===== src/rtl/quiz_round_ctrl_if.sv =====
// Buzzer/host bus between the button front end and the round controller.
// Handshake: there is no valid/ready pair on this bus. Inputs are plain
// levels sampled on every rising clock edge, and only their 0->1 transitions
// act. Outputs are registered levels that are always valid.
interface quiz_round_if;
  logic       host_start;
  logic       host_clear;
  logic [2:0] con;
  logic [2:0] winner;
  logic [2:0] foul;
  logic [3:0] sec_tens;
  logic [3:0] sec_ones;
  logic       beep;
  logic [1:0] state;

  // Stimulus/host side
  modport master (
    output host_start, host_clear, con,
    input  winner, foul, sec_tens, sec_ones, beep, state
  );

  // Controller side
  modport slave (
    input  host_start, host_clear, con,
    output winner, foul, sec_tens, sec_ones, beep, state
  );
endinterface


===== src/rtl/quiz_round_ctrl.sv =====
// Quiz round sequencer and three-way buzzer arbiter with rotating priority,
// false-start lockout, BCD seconds countdown and beeper pulse.
module quiz_round_ctrl #(
  parameter int CLK_HZ      = 50_000_000,
  parameter int GRAB_SECS   = 10,
  parameter int ANSWER_SECS = 20,
  parameter int BEEP_CYCLES = 25_000_000
) (
  input  logic         clock,
  input  logic         reset,
  quiz_round_if.slave  bus
);

  localparam int TICK_W = (CLK_HZ > 1) ? $clog2(CLK_HZ) : 1;
  localparam int BEEP_W = $clog2(BEEP_CYCLES + 1);
  localparam logic [TICK_W-1:0] TICK_LAST = TICK_W'(CLK_HZ - 1);
  localparam logic [3:0] GRAB_TENS   = 4'(GRAB_SECS / 10);
  localparam logic [3:0] GRAB_ONES   = 4'(GRAB_SECS % 10);
  localparam logic [3:0] ANSWER_TENS = 4'(ANSWER_SECS / 10);
  localparam logic [3:0] ANSWER_ONES = 4'(ANSWER_SECS % 10);

  typedef enum logic [1:0] {
    ST_IDLE   = 2'b00,
    ST_ARMED  = 2'b01,
    ST_ANSWER = 2'b10,
    ST_DONE   = 2'b11
  } state_t;

  state_t              r_state;
  logic [2:0]          r_winner;
  logic [2:0]          r_foul;
  logic [3:0]          r_tens;
  logic [3:0]          r_ones;
  logic [1:0]          r_ptr;
  logic [TICK_W-1:0]   r_tick_cnt;
  logic [BEEP_W-1:0]   r_beep_cnt;

  // Two-stage input capture: stage 1 samples the pins, stage 2 is the
  // previous sample, so rises act one edge after they are first seen.
  logic                r_start_q1, r_start_q2;
  logic                r_clear_q1, r_clear_q2;
  logic [2:0]          r_con_q1, r_con_q2;

  logic                w_start_rise;
  logic                w_clear_rise;
  logic [2:0]          w_con_rise;
  logic [2:0]          w_eligible;
  logic                w_tick;
  logic                w_zero;

  state_t              w_next_state;
  logic                w_load_grab;
  logic                w_load_answer;
  logic                w_dec;
  logic                w_fire;
  logic                w_clear;
  logic [2:0]          w_foul_set;
  logic [2:0]          w_grant;

  logic [2:0]          w_arb;
  logic [1:0]          w_arb_idx;
  logic [1:0]          w_ptr_next;

  assign w_start_rise = r_start_q1 & ~r_start_q2;
  assign w_clear_rise = r_clear_q1 & ~r_clear_q2;
  assign w_con_rise   = r_con_q1 & ~r_con_q2;
  assign w_eligible   = w_con_rise & ~r_foul;
  assign w_tick       = (r_tick_cnt == TICK_LAST);
  assign w_zero       = (r_tens == 4'd0) && (r_ones == 4'd0);

  // Register raw inputs and their previous samples for edge detection
  always_ff @(posedge clock or negedge reset) begin
    if (!reset) begin
      r_start_q1 <= 1'b0;
      r_start_q2 <= 1'b0;
      r_clear_q1 <= 1'b0;
      r_clear_q2 <= 1'b0;
      r_con_q1   <= 3'b000;
      r_con_q2   <= 3'b000;
    end else begin
      r_start_q1 <= bus.host_start;
      r_start_q2 <= r_start_q1;
      r_clear_q1 <= bus.host_clear;
      r_clear_q2 <= r_clear_q1;
      r_con_q1   <= bus.con;
      r_con_q2   <= r_con_q1;
    end
  end

  // Rotating-priority pick: first eligible index in order p, p+1, p+2
  always_comb begin
    w_arb     = 3'b000;
    w_arb_idx = 2'd0;
    case (r_ptr)
      2'd1: begin
        if      (w_eligible[1]) begin w_arb = 3'b010; w_arb_idx = 2'd1; end
        else if (w_eligible[2]) begin w_arb = 3'b100; w_arb_idx = 2'd2; end
        else if (w_eligible[0]) begin w_arb = 3'b001; w_arb_idx = 2'd0; end
      end
      2'd2: begin
        if      (w_eligible[2]) begin w_arb = 3'b100; w_arb_idx = 2'd2; end
        else if (w_eligible[0]) begin w_arb = 3'b001; w_arb_idx = 2'd0; end
        else if (w_eligible[1]) begin w_arb = 3'b010; w_arb_idx = 2'd1; end
      end
      default: begin
        if      (w_eligible[0]) begin w_arb = 3'b001; w_arb_idx = 2'd0; end
        else if (w_eligible[1]) begin w_arb = 3'b010; w_arb_idx = 2'd1; end
        else if (w_eligible[2]) begin w_arb = 3'b100; w_arb_idx = 2'd2; end
      end
    endcase
    w_ptr_next = (w_arb_idx == 2'd2) ? 2'd0 : (w_arb_idx + 2'd1);
  end

  // Round FSM: next state plus one-cycle action strobes; clear overrides all
  always_comb begin
    w_next_state  = r_state;
    w_load_grab   = 1'b0;
    w_load_answer = 1'b0;
    w_dec         = 1'b0;
    w_fire        = 1'b0;
    w_clear       = 1'b0;
    w_foul_set    = 3'b000;
    w_grant       = 3'b000;
    if (w_clear_rise) begin
      w_next_state = ST_IDLE;
      w_clear      = 1'b1;
    end else begin
      case (r_state)
        ST_IDLE: begin
          w_foul_set = w_con_rise;
          if (w_start_rise) begin
            w_next_state = ST_ARMED;
            w_load_grab  = 1'b1;
          end
        end
        ST_ARMED: begin
          // A press beats an expiry tick landing on the same cycle
          if (|w_eligible) begin
            w_grant       = w_arb;
            w_next_state  = ST_ANSWER;
            w_load_answer = 1'b1;
            w_fire        = 1'b1;
          end else if (w_tick) begin
            if (w_zero) begin
              w_next_state = ST_DONE;
              w_fire       = 1'b1;
            end else begin
              w_dec = 1'b1;
            end
          end
        end
        ST_ANSWER: begin
          if (w_tick) begin
            if (w_zero) begin
              w_next_state = ST_DONE;
              w_fire       = 1'b1;
            end else begin
              w_dec = 1'b1;
            end
          end
        end
        default: begin
          w_next_state = r_state;
        end
      endcase
    end
  end

  // State, winner, lockouts and arbitration pointer
  always_ff @(posedge clock or negedge reset) begin
    if (!reset) begin
      r_state  <= ST_IDLE;
      r_winner <= 3'b000;
      r_foul   <= 3'b000;
      r_ptr    <= 2'd0;
    end else begin
      r_state <= w_next_state;
      if (w_clear || w_load_grab) begin
        r_winner <= 3'b000;
      end else if (|w_grant) begin
        r_winner <= w_grant;
      end
      if (w_clear) begin
        r_foul <= 3'b000;
      end else begin
        r_foul <= r_foul | w_foul_set;
      end
      if (|w_grant) begin
        r_ptr <= w_ptr_next;
      end
    end
  end

  // BCD seconds countdown; guarded by w_zero so it never wraps below 00
  always_ff @(posedge clock or negedge reset) begin
    if (!reset) begin
      r_tens <= 4'd0;
      r_ones <= 4'd0;
    end else if (w_clear) begin
      r_tens <= 4'd0;
      r_ones <= 4'd0;
    end else if (w_load_grab) begin
      r_tens <= GRAB_TENS;
      r_ones <= GRAB_ONES;
    end else if (w_load_answer) begin
      r_tens <= ANSWER_TENS;
      r_ones <= ANSWER_ONES;
    end else if (w_dec) begin
      if (r_ones == 4'd0) begin
        r_ones <= 4'd9;
        r_tens <= r_tens - 4'd1;
      end else begin
        r_ones <= r_ones - 4'd1;
      end
    end
  end

  // One-second divider, restarted on every countdown load
  always_ff @(posedge clock or negedge reset) begin
    if (!reset) begin
      r_tick_cnt <= '0;
    end else if (w_load_grab || w_load_answer || w_clear) begin
      r_tick_cnt <= '0;
    end else if (r_state == ST_ARMED || r_state == ST_ANSWER) begin
      r_tick_cnt <= w_tick ? '0 : (r_tick_cnt + 1'b1);
    end else begin
      r_tick_cnt <= '0;
    end
  end

  // Beeper pulse stretcher; a new firing reloads, clear leaves it running
  always_ff @(posedge clock or negedge reset) begin
    if (!reset) begin
      r_beep_cnt <= '0;
    end else if (w_fire) begin
      r_beep_cnt <= BEEP_W'(BEEP_CYCLES);
    end else if (r_beep_cnt != '0) begin
      r_beep_cnt <= r_beep_cnt - 1'b1;
    end
  end

  assign bus.state    = r_state;
  assign bus.winner   = r_winner;
  assign bus.foul     = r_foul;
  assign bus.sec_tens = r_tens;
  assign bus.sec_ones = r_ones;
  assign bus.beep     = (r_beep_cnt != '0);

endmodule


===== src/flat_wrapper.sv =====
// flat-port wrapper written by rule: the top's interface ports become plain ports
module quiz_round_ctrl_flat 
#(
  parameter int CLK_HZ      = 50_000_000,
  parameter int GRAB_SECS   = 10,
  parameter int ANSWER_SECS = 20,
  parameter int BEEP_CYCLES = 25_000_000
)
  (clock, reset, bus_host_start, bus_host_clear, bus_con, bus_winner, bus_foul, bus_sec_tens, bus_sec_ones, bus_beep, bus_state);
  quiz_round_if bus_i ();
  input  logic clock;
  input  logic reset;
  input wire logic [$bits(bus_i.host_start)-1:0] bus_host_start;
  input wire logic [$bits(bus_i.host_clear)-1:0] bus_host_clear;
  input wire logic [$bits(bus_i.con)-1:0] bus_con;
  output wire logic [$bits(bus_i.winner)-1:0] bus_winner;
  output wire logic [$bits(bus_i.foul)-1:0] bus_foul;
  output wire logic [$bits(bus_i.sec_tens)-1:0] bus_sec_tens;
  output wire logic [$bits(bus_i.sec_ones)-1:0] bus_sec_ones;
  output wire logic [$bits(bus_i.beep)-1:0] bus_beep;
  output wire logic [$bits(bus_i.state)-1:0] bus_state;
  assign bus_i.host_start = bus_host_start;
  assign bus_i.host_clear = bus_host_clear;
  assign bus_i.con = bus_con;
  assign bus_winner = bus_i.winner;
  assign bus_foul = bus_i.foul;
  assign bus_sec_tens = bus_i.sec_tens;
  assign bus_sec_ones = bus_i.sec_ones;
  assign bus_beep = bus_i.beep;
  assign bus_state = bus_i.state;
  quiz_round_ctrl #(.CLK_HZ(CLK_HZ), .GRAB_SECS(GRAB_SECS), .ANSWER_SECS(ANSWER_SECS), .BEEP_CYCLES(BEEP_CYCLES)) u_core (.clock(clock), .reset(reset), .bus(bus_i));
endmodule

===== config.mk =====
export PLATFORM = sky130hd
export DESIGN_NAME = quiz_round_ctrl_flat
export DESIGN_NICKNAME = d
export VERILOG_FILES = /design/src/rtl/quiz_round_ctrl_if.sv /design/src/rtl/quiz_round_ctrl.sv /design/src/flat_wrapper.sv
export SDC_FILE = /design/constraint.sdc
export NUM_CORES = 1
export LEC_CHECK = 0
export CORE_ASPECT_RATIO = 0.9
export CORE_MARGIN = 10
export CORE_UTILIZATION = 35
export DETAILED_ROUTE_END_ITERATION = 7
export GPL_TIMING_DRIVEN = 1
export HOLD_SLACK_MARGIN = 0.05
export PLACE_DENSITY = 0.54
export SYNTH_ARGS = -nofsm -noshare
export SYNTH_HDL_FRONTEND = slang
export SYNTH_SLANG_ARGS = --single-unit

===== constraint.sdc =====
create_clock -name clock -period 5.7 [get_ports clock]
set_input_delay 1.14 -clock clock [delete_from_list [all_inputs] [get_ports clock]]
set_output_delay 1.14 -clock clock [all_outputs]
set_load 0.05 [all_outputs]

* Yosys cells after proc, flatten, opt, wreduce, memory -nomap -nowiden *
Cells that the tools add are included.
Widths: inputs -> output; s select.

word-level totals
  logic and storage cells = 117
  output and inout port bits = 17
  input port bits = 7
  bits in registers = 79

cells by class
  reductions and logical operators = 18
  equality and inequality tests = 7
  muxes and demuxes = 64
  bitwise operators = 9
  add/subtract/negate cells = 5

operators by type and width
  cell                   count
  $mux 26                3
  $mux 25                2
  $mux 3                 15
  $mux 4                 10
  $add 26x1->26 const B  1
  $eq 26x26->1 const B   1
  $reduce_bool 25->1     1
  $sub 25x1->25 const B  1
  $mux 2                 12
  $mux 1                 17
  $reduce_bool 4->1      3
  $logic_not 4->1        2
  $sub 4x1->4 const B    2
  $and 3x3->3            2
  $eq 2x2->1 const B     3
  $not 3->3              2
  $pmux 2 s3             1
  $pmux 3 s2             1
  $reduce_or 3->1        2
  $eq 2x1->1 const B     2
  $logic_or 1x1->1       4
  $pmux 1 s2             2
  $pmux 2 s2             1
  $reduce_and 2->1       2
  other kinds (8)        11

* Depth between registers and ports, before layout *
Gate-level depths: netlist of the first run.

  depth in word-level cells = 13
  gate-level depth with buffers = 9
  mapped depth without buffers = 8

* Worst setup path after synthesis of the first run *
OpenSTA, ideal clock, no wires.

  path type = reg-to-output
  start point = reg u_core.r_beep_cnt[0]
  end point = out bus_beep
  required time = 4,560 ps
  buffers on the path = 1
  path slack = 2,402 ps
  arrival = 2,158 ps
  stages on the path, launching flop included = 8
  cell sequence = dfrtp_1 > inv_1 > ha_1 > or3b_2 > or3_1 > buf_2 > nor3_1 > inv_1

on the way
  longest elaborated chain between the ends = 1

RTL lines
  element                   RTL line                source
  start: declaration        quiz_round_ctrl.sv:36   logic [BEEP_W-1:0] r_beep_cnt;
  start signal: assignment  quiz_round_ctrl.sv:236  r_beep_cnt <= BEEP_W'(BEEP_CYCLES);
  start signal: assignment  quiz_round_ctrl.sv:238  r_beep_cnt <= r_beep_cnt - 1'b1;
  $reduce_bool 25->1        quiz_round_ctrl.sv:247  assign bus.beep = (r_beep_cnt != '0);
  end: declaration          flat_wrapper.sv:20      output wire logic [$bits(bus_i.beep)-1:0] bus_beep;

No other way between the ends.

* Worst setup path in the final report of the first run *
Ends and elaborated chain as after synthesis.

==> results of run 1 <==
sequential cells by signal (all words and copies together) (netlist names), 2 cells and up:
| name | flops |
|---|---|
| u_core.r_tick_cnt | 26 |
| u_core.r_beep_cnt | 25 |
| u_core.bus.sec_ones | 4 |
| u_core.bus.sec_tens | 4 |
| u_core.bus.foul | 3 |
| u_core.bus.winner | 3 |
| u_core.r_con_q1 | 3 |
| u_core.r_con_q2 | 3 |
| u_core.bus.state | 2 |
| u_core.r_ptr | 2 |
power by group:
group | total (mW) | internal [mW] | leakage, nW | switching [mW]
logic | 0.697 | 0.260 | 0.751 | 0.437
registers | 0.815 | 0.688 | 1.01 | 0.126
clock network | 0.581 | 0.349 | 0.144 | 0.232
cells in the mapped netlist (9+ instances only):
| cell type | count |
|---|---|
| sky130_fd_sc_hd__nand4_1 | 13 |
| sky130_fd_sc_hd__or4_1 | 11 |
| sky130_fd_sc_hd__nor2_1 | 48 |
| sky130_fd_sc_hd__nor3_1 | 18 |
| sky130_fd_sc_hd__or3_1 | 10 |
| sky130_fd_sc_hd__and3_1 | 9 |
| sky130_fd_sc_hd__nand2_1 | 20 |
| sky130_fd_sc_hd__inv_1 | 19 |
| sky130_fd_sc_hd__xor2_1 | 25 |
| sky130_fd_sc_hd__o31ai_1 | 11 |
| sky130_fd_sc_hd__ha_1 | 10 |
| sky130_fd_sc_hd__o21ai_0 | 10 |
| sky130_fd_sc_hd__nand3_1 | 25 |
| sky130_fd_sc_hd__a21oi_1 | 21 |
| sky130_fd_sc_hd__dfrtp_1 | 79 |
logic make-up after synthesis:
family,after synthesis,share of synthesized area [%]
AND/OR/NAND/NOR,202,27.2
flip-flops,79,47.5
AO/OA/AOI/OAI,76,12.7
buffers and inverters,32,3.52
XOR/XNOR,29,6.10
adder cells (fa/ha/maj),10,3.01
path summary, 6_finish.rpt:
path / startpoint / endpoint / slack, ps / depth (start not counted)
worst max-delay path: u_core.r_beep_cnt[0] / bus_beep / 1220 / 7
worst min-delay path: u_core.r_start_q1 / u_core.r_start_q2 / 390 / 0
worst max register to register: u_core.r_beep_cnt[0] / u_core.r_beep_cnt[9] / 2990 / 7
worst min register to register: u_core.r_start_q1 / u_core.r_start_q2 / 390 / 0
max in group asynchronous: reset / u_core.r_beep_cnt[3] / 4080 / 1
min in group asynchronous: reset / u_core.bus.foul[1] / 980 / 1
routing by layer:
layer | track usage [%] | share of wire, % | routed length [microns]
met1 | 15.1 | 49 | 4380
met3 | 3.16 | 4.8 | 426
met5 | 0 | 0 | 0
met4 | 3.56 | 1.2 | 110
met2 | 16.7 | 45 | 3960
through the flow:
step	power [mW]	util (%)	std cells	hold WS, ps
global route	2.24	41.7	610	423
detailed placement	1.53	39.1	594	388
global placement	1.51	39.1	594	385
finish	2.09	41.7	610	395
floorplan	1.33	-	428	347
CTS	2.12	41.7	610	407
layout make-up:
type / count / area share (%)
Clock buffer: 10 / 4.97
Timing Repair Buffer: 23 / 4.73
Tap cell: 156 / 4.06
Inverter: 19 / 1.48
Clock inverter: 6 / 1.25
Multi-Input combinational cell: 317 / 42.4
Sequential cell: 79 / 41.1
critical path, stage by stage (launching register included):
cell                              delay (ps)
sky130_fd_sc_hd__dfrtp_1                 400
sky130_fd_sc_hd__inv_1                    80
sky130_fd_sc_hd__ha_1                    180
sky130_fd_sc_hd__or3b_2                  490
sky130_fd_sc_hd__or3_1                   460
sky130_fd_sc_hd__nor3_1                  440
sky130_fd_sc_hd__inv_1                   210
sky130_fd_sc_hd__clkdlybuf4s50_1         750
==> results.txt, run 1 <==
The synthesized area per cell was 9.73 sq um. The flow ran to the end, and the final reports show no timing, DRC or antenna violations. Die boundary height: 123 microns. The final critical path takes up 78.6% of the cycle. After floorplanning, the core was sized to cover 0.0115 sq mm.

Yosys mapped a number of flops with a built-in enable equal to 0. The share of the synthesized area in the top cell type is 47.5%. The run gives 428 as the cell count after synthesis. The library cells used most frequently in the layout, excluding fill and tap cells, are 79 x sky130_fd_sc_hd__dfrtp_1, 48 x sky130_fd_sc_hd__nor2_1, 25 x sky130_fd_sc_hd__nand3_1, 25 x sky130_fd_sc_hd__xor2_1, 22 x sky130_fd_sc_hd__clkdlybuf4s50_1. The average wire per standard cell works out to 14.6 microns.

The logs give 3 for the CTS H-tree depth and 0.00416 sq mm for the combined area of all synthesized cells. At the worst endpoint, the required time is 4560 ps. Summed over all nets, the half-perimeter wirelength after detailed placement is 6080 microns.

The initial utilization of the core area, before any placement, comes to 36.1%. The worst path meets setup with 1220 ps of slack. The tools report the total count of max-transition violations in the final report as 0.

Setup repair after global routing left no endpoint under its margin. For the finished layout, the period the worst path requires is 4480 ps. The netlist uses 56 different library cells.

Number of failing hold endpoints at the final stage: 0. Across all layers, the routed design uses 3218 vias. sky130_fd_sc_hd__dfrtp_1 takes more of the synthesized area than any other cell. After clock tree synthesis, the flow added hold-fix buffers numbering 0. Global routing used 11.1% of the available tracks.

Summed over all layers, the routed wires come to 8880 microns. For the pre-CTS worst setup slack, the log shows 1570 ps. The DRC violation total after the first TritonRoute iteration was 176; the final cell area excluding filler cells was 0.00481 sq mm. By area the synthesized netlist is led by sky130_fd_sc_hd__dfrtp_1 47%, sky130_fd_sc_hd__xor2_1 5.3%, sky130_fd_sc_hd__nor2_1 4.3%. Most common library cell in the layout ignoring fill and taps: sky130_fd_sc_hd__dfrtp_1. For the number of nets in the synthesized netlist, the log shows 445.

The largest fanout of any net on the critical path is 6, and the wire length of the first global-routing pass is 15200 microns. 0 antenna diodes ended up in the layout. Of the cells placed in the final design, the portion with a size suffix greater than 1 is 7.93%. Setup violations remaining at the end of the flow were counted as 0.

Across the run, the number of max-cap violations was 0. The tools report the leakage power as 1.90 nW. For this run, design rule violations remaining after detail routing come to 0. In this run, synthesis produced a sequential element count of 79. The number of buffers inserted during clock tree synthesis was 9. The run gives 3043 as the via count of the first global-routing pass.

After global routing the overflow that remains totals 0. The number of buffers inserted by port buffering works out to 23. The type of the worst setup path is reg2out. Summed over all failing endpoints, the final setup total negative slack is 0 ps.

The congestion estimate from routability-driven global placement came to 0.792. The type of the tightest min-delay check was reg2reg. Fill cells in the final layout number 1117.

The first detailed-routing pass ran for 4 iterations. The proportion of register bits with asynchronous set or reset after synthesis is 100%. The tools report the nature of the critical path endpoint as an output pin. In the final layout, the multi-input gates occupy 0.00204 sq mm.

Clock-pin slew was measured on the worst setup and hold paths at 60 ps. The power density normalized to cell area came out at 435 mW/mm^2. In this run the cell area measured after placement is 0.00451 sq mm. The die covers 0.0167 sq mm. The floorplan has 37 rows. The tools report the element type at the critical path start as a flop.

STA puts the critical path data arrival time at 3340 ps. Counting every sink on the clock net gives 79. In this run the remaining antenna-violating nets after routing total 0. In this run the horizontal extent of the chip is 135 microns. CTS placed an instance of sky130_fd_sc_hd__clkbuf_16 at the clock tree root. TritonCTS built the clock tree.

Transition time of the tightest slew-check pin: 1000 ps. The net count of the finished layout is 466. In this run the deepest clock path goes through 2 buffers. The number of I/O pins is 24, and the buffers inserted during post-CTS setup optimization is 0. Timing would allow up to 0.223 GHz.

Sequential cells were found to cover 47.5% of the synthesized design area. The largest net degree at the start of global routing was 80. The flip-flop cell with the highest count after synthesis is sky130_fd_sc_hd__dfrtp_1. The area growth from synthesis to layout is 15.5%, and the flip-flop and latch area is 0.00198 sq mm. The run gives 340 ps as the clock latency on the worst-skew pair. In this run, post-CTS repair resized a total of 0 instances. The run gives 0 as the number of antenna violations at the first check in global routing.

The clock arrives with 9.44 ps of skew. The number of warnings reported in the yosys synthesis log was 0. The tightest slew margin relative to the limit is 33.0%, and the via density per instance is 5.28. VDD sags by at most 0.215 mV.
No activity file was read; power rests on OpenSTA's default activity.
==> inputs of run 2 (changes only) <==
--- a/config.mk
+++ b/config.mk
@@ -11,7 +11,7 @@
 export DETAILED_ROUTE_END_ITERATION = 7
 export GPL_TIMING_DRIVEN = 1
 export HOLD_SLACK_MARGIN = 0.05
-export PLACE_DENSITY = 0.54
+export PLACE_DENSITY = 0.55
 export SYNTH_ARGS = -nofsm -noshare
 export SYNTH_HDL_FRONTEND = slang
 export SYNTH_SLANG_ARGS = --single-unit
==> constraint.sdc (replaced) <==
create_clock -name clock -period 4.1 [get_ports clock]
set_input_delay 0.82 -clock clock [delete_from_list [all_inputs] [get_ports clock]]
set_output_delay 0.82 -clock clock [all_outputs]
set_load 0.05 [all_outputs]
==> run 2 against run 1 <==
Sequential cell count unchanged. Setup slack got worse by 730 ps. Sequential power increased by 39%. Core utilization increased by 0.58 points. Global-route usage increased by 0.82 points. Clock power increased by 60%. Critical path depth unchanged. Clock skew decreased by 3.0 ps. Cell area increased by 1.4%. Critical path type unchanged.
==> results.txt, run 2 (synthesis results as in run 1) <==
Reg-to-reg startpoint: u_core.r_beep_cnt[0]. The detailed-route DRC error count was 0 (unchanged); the number of failing hold endpoints at the final stage was 0 (unchanged). More flip-flops sit in one register than any other, and that register is u_core.r_tick_cnt. The first element of the critical path is u_core.r_beep_cnt[0]. Arrival time at the worst endpoint: 2790 ps (-550 ps).

The library cell used most frequently in the layout, excluding fill and tap cells, is sky130_fd_sc_hd__dfrtp_1. Worst path setup slack after routing: 490 ps (-728 ps). The tools report the pre-CTS worst setup slack as 492 ps (-1080 ps). TritonCTS built the clock tree. The tools report the DRC violation total after the first TritonRoute iteration as 189 (+7.4%).

The wire length of the first global-routing pass is 16100 microns (+6.0%). Number of flip-flops in the largest register: 26 (unchanged). The tools report the total count of max-transition violations in the final report as 0 (unchanged).

The logs give 80 (unchanged) for the largest net degree at the start of global routing and 29.0% (-4.1 points) for the tightest slew margin relative to the limit. Placer congestion estimate: 0.777 (-1.9%). The startpoint identified for the worst hold timing path is u_core.r_start_q1.

Counting I/O delays and the setup requirement, the final critical path takes 3610 ps. The clock latency on the worst-skew pair is 350 ps (about the same), and the summed negative setup slack over all endpoints is 0 ps (unchanged). The width of the die was 135 microns (unchanged). For the number of buffers inserted during clock tree synthesis, the log shows 9 (unchanged).

The via density per instance is 5.37 (+1.8%), and the average wire per standard cell is 14.9 microns (+2.7%). The fraction of layout cells with a size suffix above 1 is 8.11% (+0.18 points). The delay of the slowest cell on the worst path is 490 ps (-260 ps), and the leakage power is 1.93 nW (+1.5%). The type of the worst setup path is reg2out.

The number of antenna violations at the first check in global routing is 0 (unchanged). Type of the tightest min-delay check: reg2reg. The number of nets at the end of the flow came out at 468 (+0.43%). The full die area is 0.0167 sq mm (unchanged), and the standard-cell row count is 37 (unchanged). The number of antenna-violating nets in the routed design came out at 0 (unchanged).

The run gives 24 (unchanged) as the number of I/O pins. The tools report the number of buffers inserted for hold repair after clock tree synthesis as 0 (unchanged). The tools report the half-perimeter wire length of the detailed placement result as 6230 microns (+2.5%). Cell area after placement: 0.00453 sq mm (+0.33%). The via count of the first global-routing pass came out at 3317 (+9.0%). The setup clock skew after layout came out at 6.49 ps (-2.96 ps). The power density normalized to cell area was 623 mW/mm^2 (+43%); the clock transition at the registers of the reported paths was 60 ps (about the same). The number of instances on the worst hold path was 0 (unchanged). The final cell area excluding filler cells came out at 0.00488 sq mm (+1.4%). STA classifies the critical path startpoint as a flop.

The CTS H-tree depth is 3 (unchanged). The worst register-to-register path ends at u_core.r_beep_cnt[9]. In the layout the commonest cells are 79 x sky130_fd_sc_hd__dfrtp_1, 48 x sky130_fd_sc_hd__nor2_1, 25 x sky130_fd_sc_hd__nand3_1, 25 x sky130_fd_sc_hd__xor2_1. The total congestion overflow after global routing was 0 (unchanged); the part of the cycle the worst path needs was 88.0%. For the number of detailed-routing iterations run before antenna repair, the log shows 4 (unchanged). The starting density of the core was 36.1% (unchanged).

The logs give 1370 ps (-1620 ps) for the register-to-register path setup slack and 0.277 GHz for the fmax. The tools report the endpoint of the most critical setup path as bus_beep. The clock root buffer was sky130_fd_sc_hd__clkbuf_16. The run gives 9150 microns (+3.0%) as the total length of routed wires.

The run gives 0 (unchanged) as the number of endpoints failing setup at the final stage. From synthesis to final layout, the design area changed by 17.1%. The buffers inserted during post-CTS setup optimization is 0 (unchanged). The cell count of the worst reg-to-reg path works out to 7 (unchanged). The count of inserted antenna diode cells came out at 0 (unchanged). The run finished with clean final reports. The count of vias placed by the detailed router is 3286 (+2.1%), and the largest vdd supply drop is 0.312 mV (+45%). The quantity of gates resized following cts was 0 (unchanged).

The tools report the total number of clock tree sinks as 79 (unchanged). The most numerous cell on the critical path is sky130_fd_sc_hd__inv_1. The post-layout total power was 3.04 mW (+45%); the buffer depth of the longest clock path was 2 (unchanged). The transition time of the tightest slew-check pin is 1060 ps (+57.9 ps), and the die boundary height is 123 microns (unchanged). STA classifies the critical path endpoint as an output pin.

Traced cell by cell, the critical path runs through inv_1 -> ha_1 -> or3b_2 -> or3_1 -> nor3_1 -> inv_1 -> dlymetal6s2s_1. Setup repair after global routing left no endpoint under its margin. The number of buffers inserted by port buffering is 23 (unchanged). The largest fanout of any net on the critical path is 6 (unchanged), and the worst path required time is 3280 ps (-1280 ps). The area of the placeable core came out at 0.0115 sq mm (unchanged). The global routing usage summed across all routing layers is 11.9% (+0.82 points). The count of maximum capacitance violations came out at 0 (unchanged).

Among all stages on the critical path, the largest delay is contributed by sky130_fd_sc_hd__or3b_2. The largest registers in the layout are u_core.r_tick_cnt: 26 flops, u_core.r_beep_cnt: 25 flops.
run 2: cell count changes in the layout (fill, tap and decap cells not counted):
cell | before | now
sky130_fd_sc_hd__buf_4 | 1 | 3
sky130_fd_sc_hd__clkbuf_1 | 0 | 1
sky130_fd_sc_hd__bufinv_16 | 1 | 3
sky130_fd_sc_hd__dlymetal6s2s_1 | 0 | 1
sky130_fd_sc_hd__clkdlybuf4s50_1 | 22 | 21
sky130_fd_sc_hd__clkinv_2 | 3 | 0
run 2: metrics by stage:
stage          std cells  hold WS, ps  util (%)
3_5_place_dp         596          359      39.3
5_1_grt              612          406      42.3
6_report             612          379      42.3
2_1_floorplan        428          347         -
4_1_cts              612          377      42.3
3_3_place_gp         596          375      39.3
run 2: cell type report:
cell class | instances | area (sq um)
Clock buffer | 11 | 243
Clock inverter | 5 | 105
Fill cell | 1121 | 6650
Inverter | 19 | 71.3
Multi-Input combinational cell | 317 | 2040
Sequential cell | 79 | 1980
Tap cell | 156 | 195
Timing Repair Buffer | 25 | 245
run 2: worst min path at each step:
stage | slack (ps) | end
after floorplan | 350 | u_core.r_start_q2
after global placement | 370 | u_core.r_start_q2
after detailed placement | 360 | u_core.r_start_q2
after CTS | 380 | u_core.r_start_q2
after global routing | 410 | u_core.r_start_q2
final | 380 | u_core.r_start_q2
run 2: critical path, delay by kind of cell (launching register included):
kind,cells,cell delay (ps)
buf+inv,3,610
flops,1,400
simple gates,3,1260
fa+ha+maj,1,180
run 2: metal layers:
metal  wire [microns]  track usage [%]  vias to the layer above
met1             4440             14.8                     1610
li1                 -                -                     1617
met5                0                0                        -
met3              439             3.97                       10
met4              152             5.24                        0
met2             4110             18.6                       49
run 2: where the power goes:
group	total (mW)	internal [mW]	switching (mW)
clock network	0.929	0.611	0.318
logic	0.975	0.362	0.613
registers	1.13	0.957	0.174
total	3.04	1.93	1.11
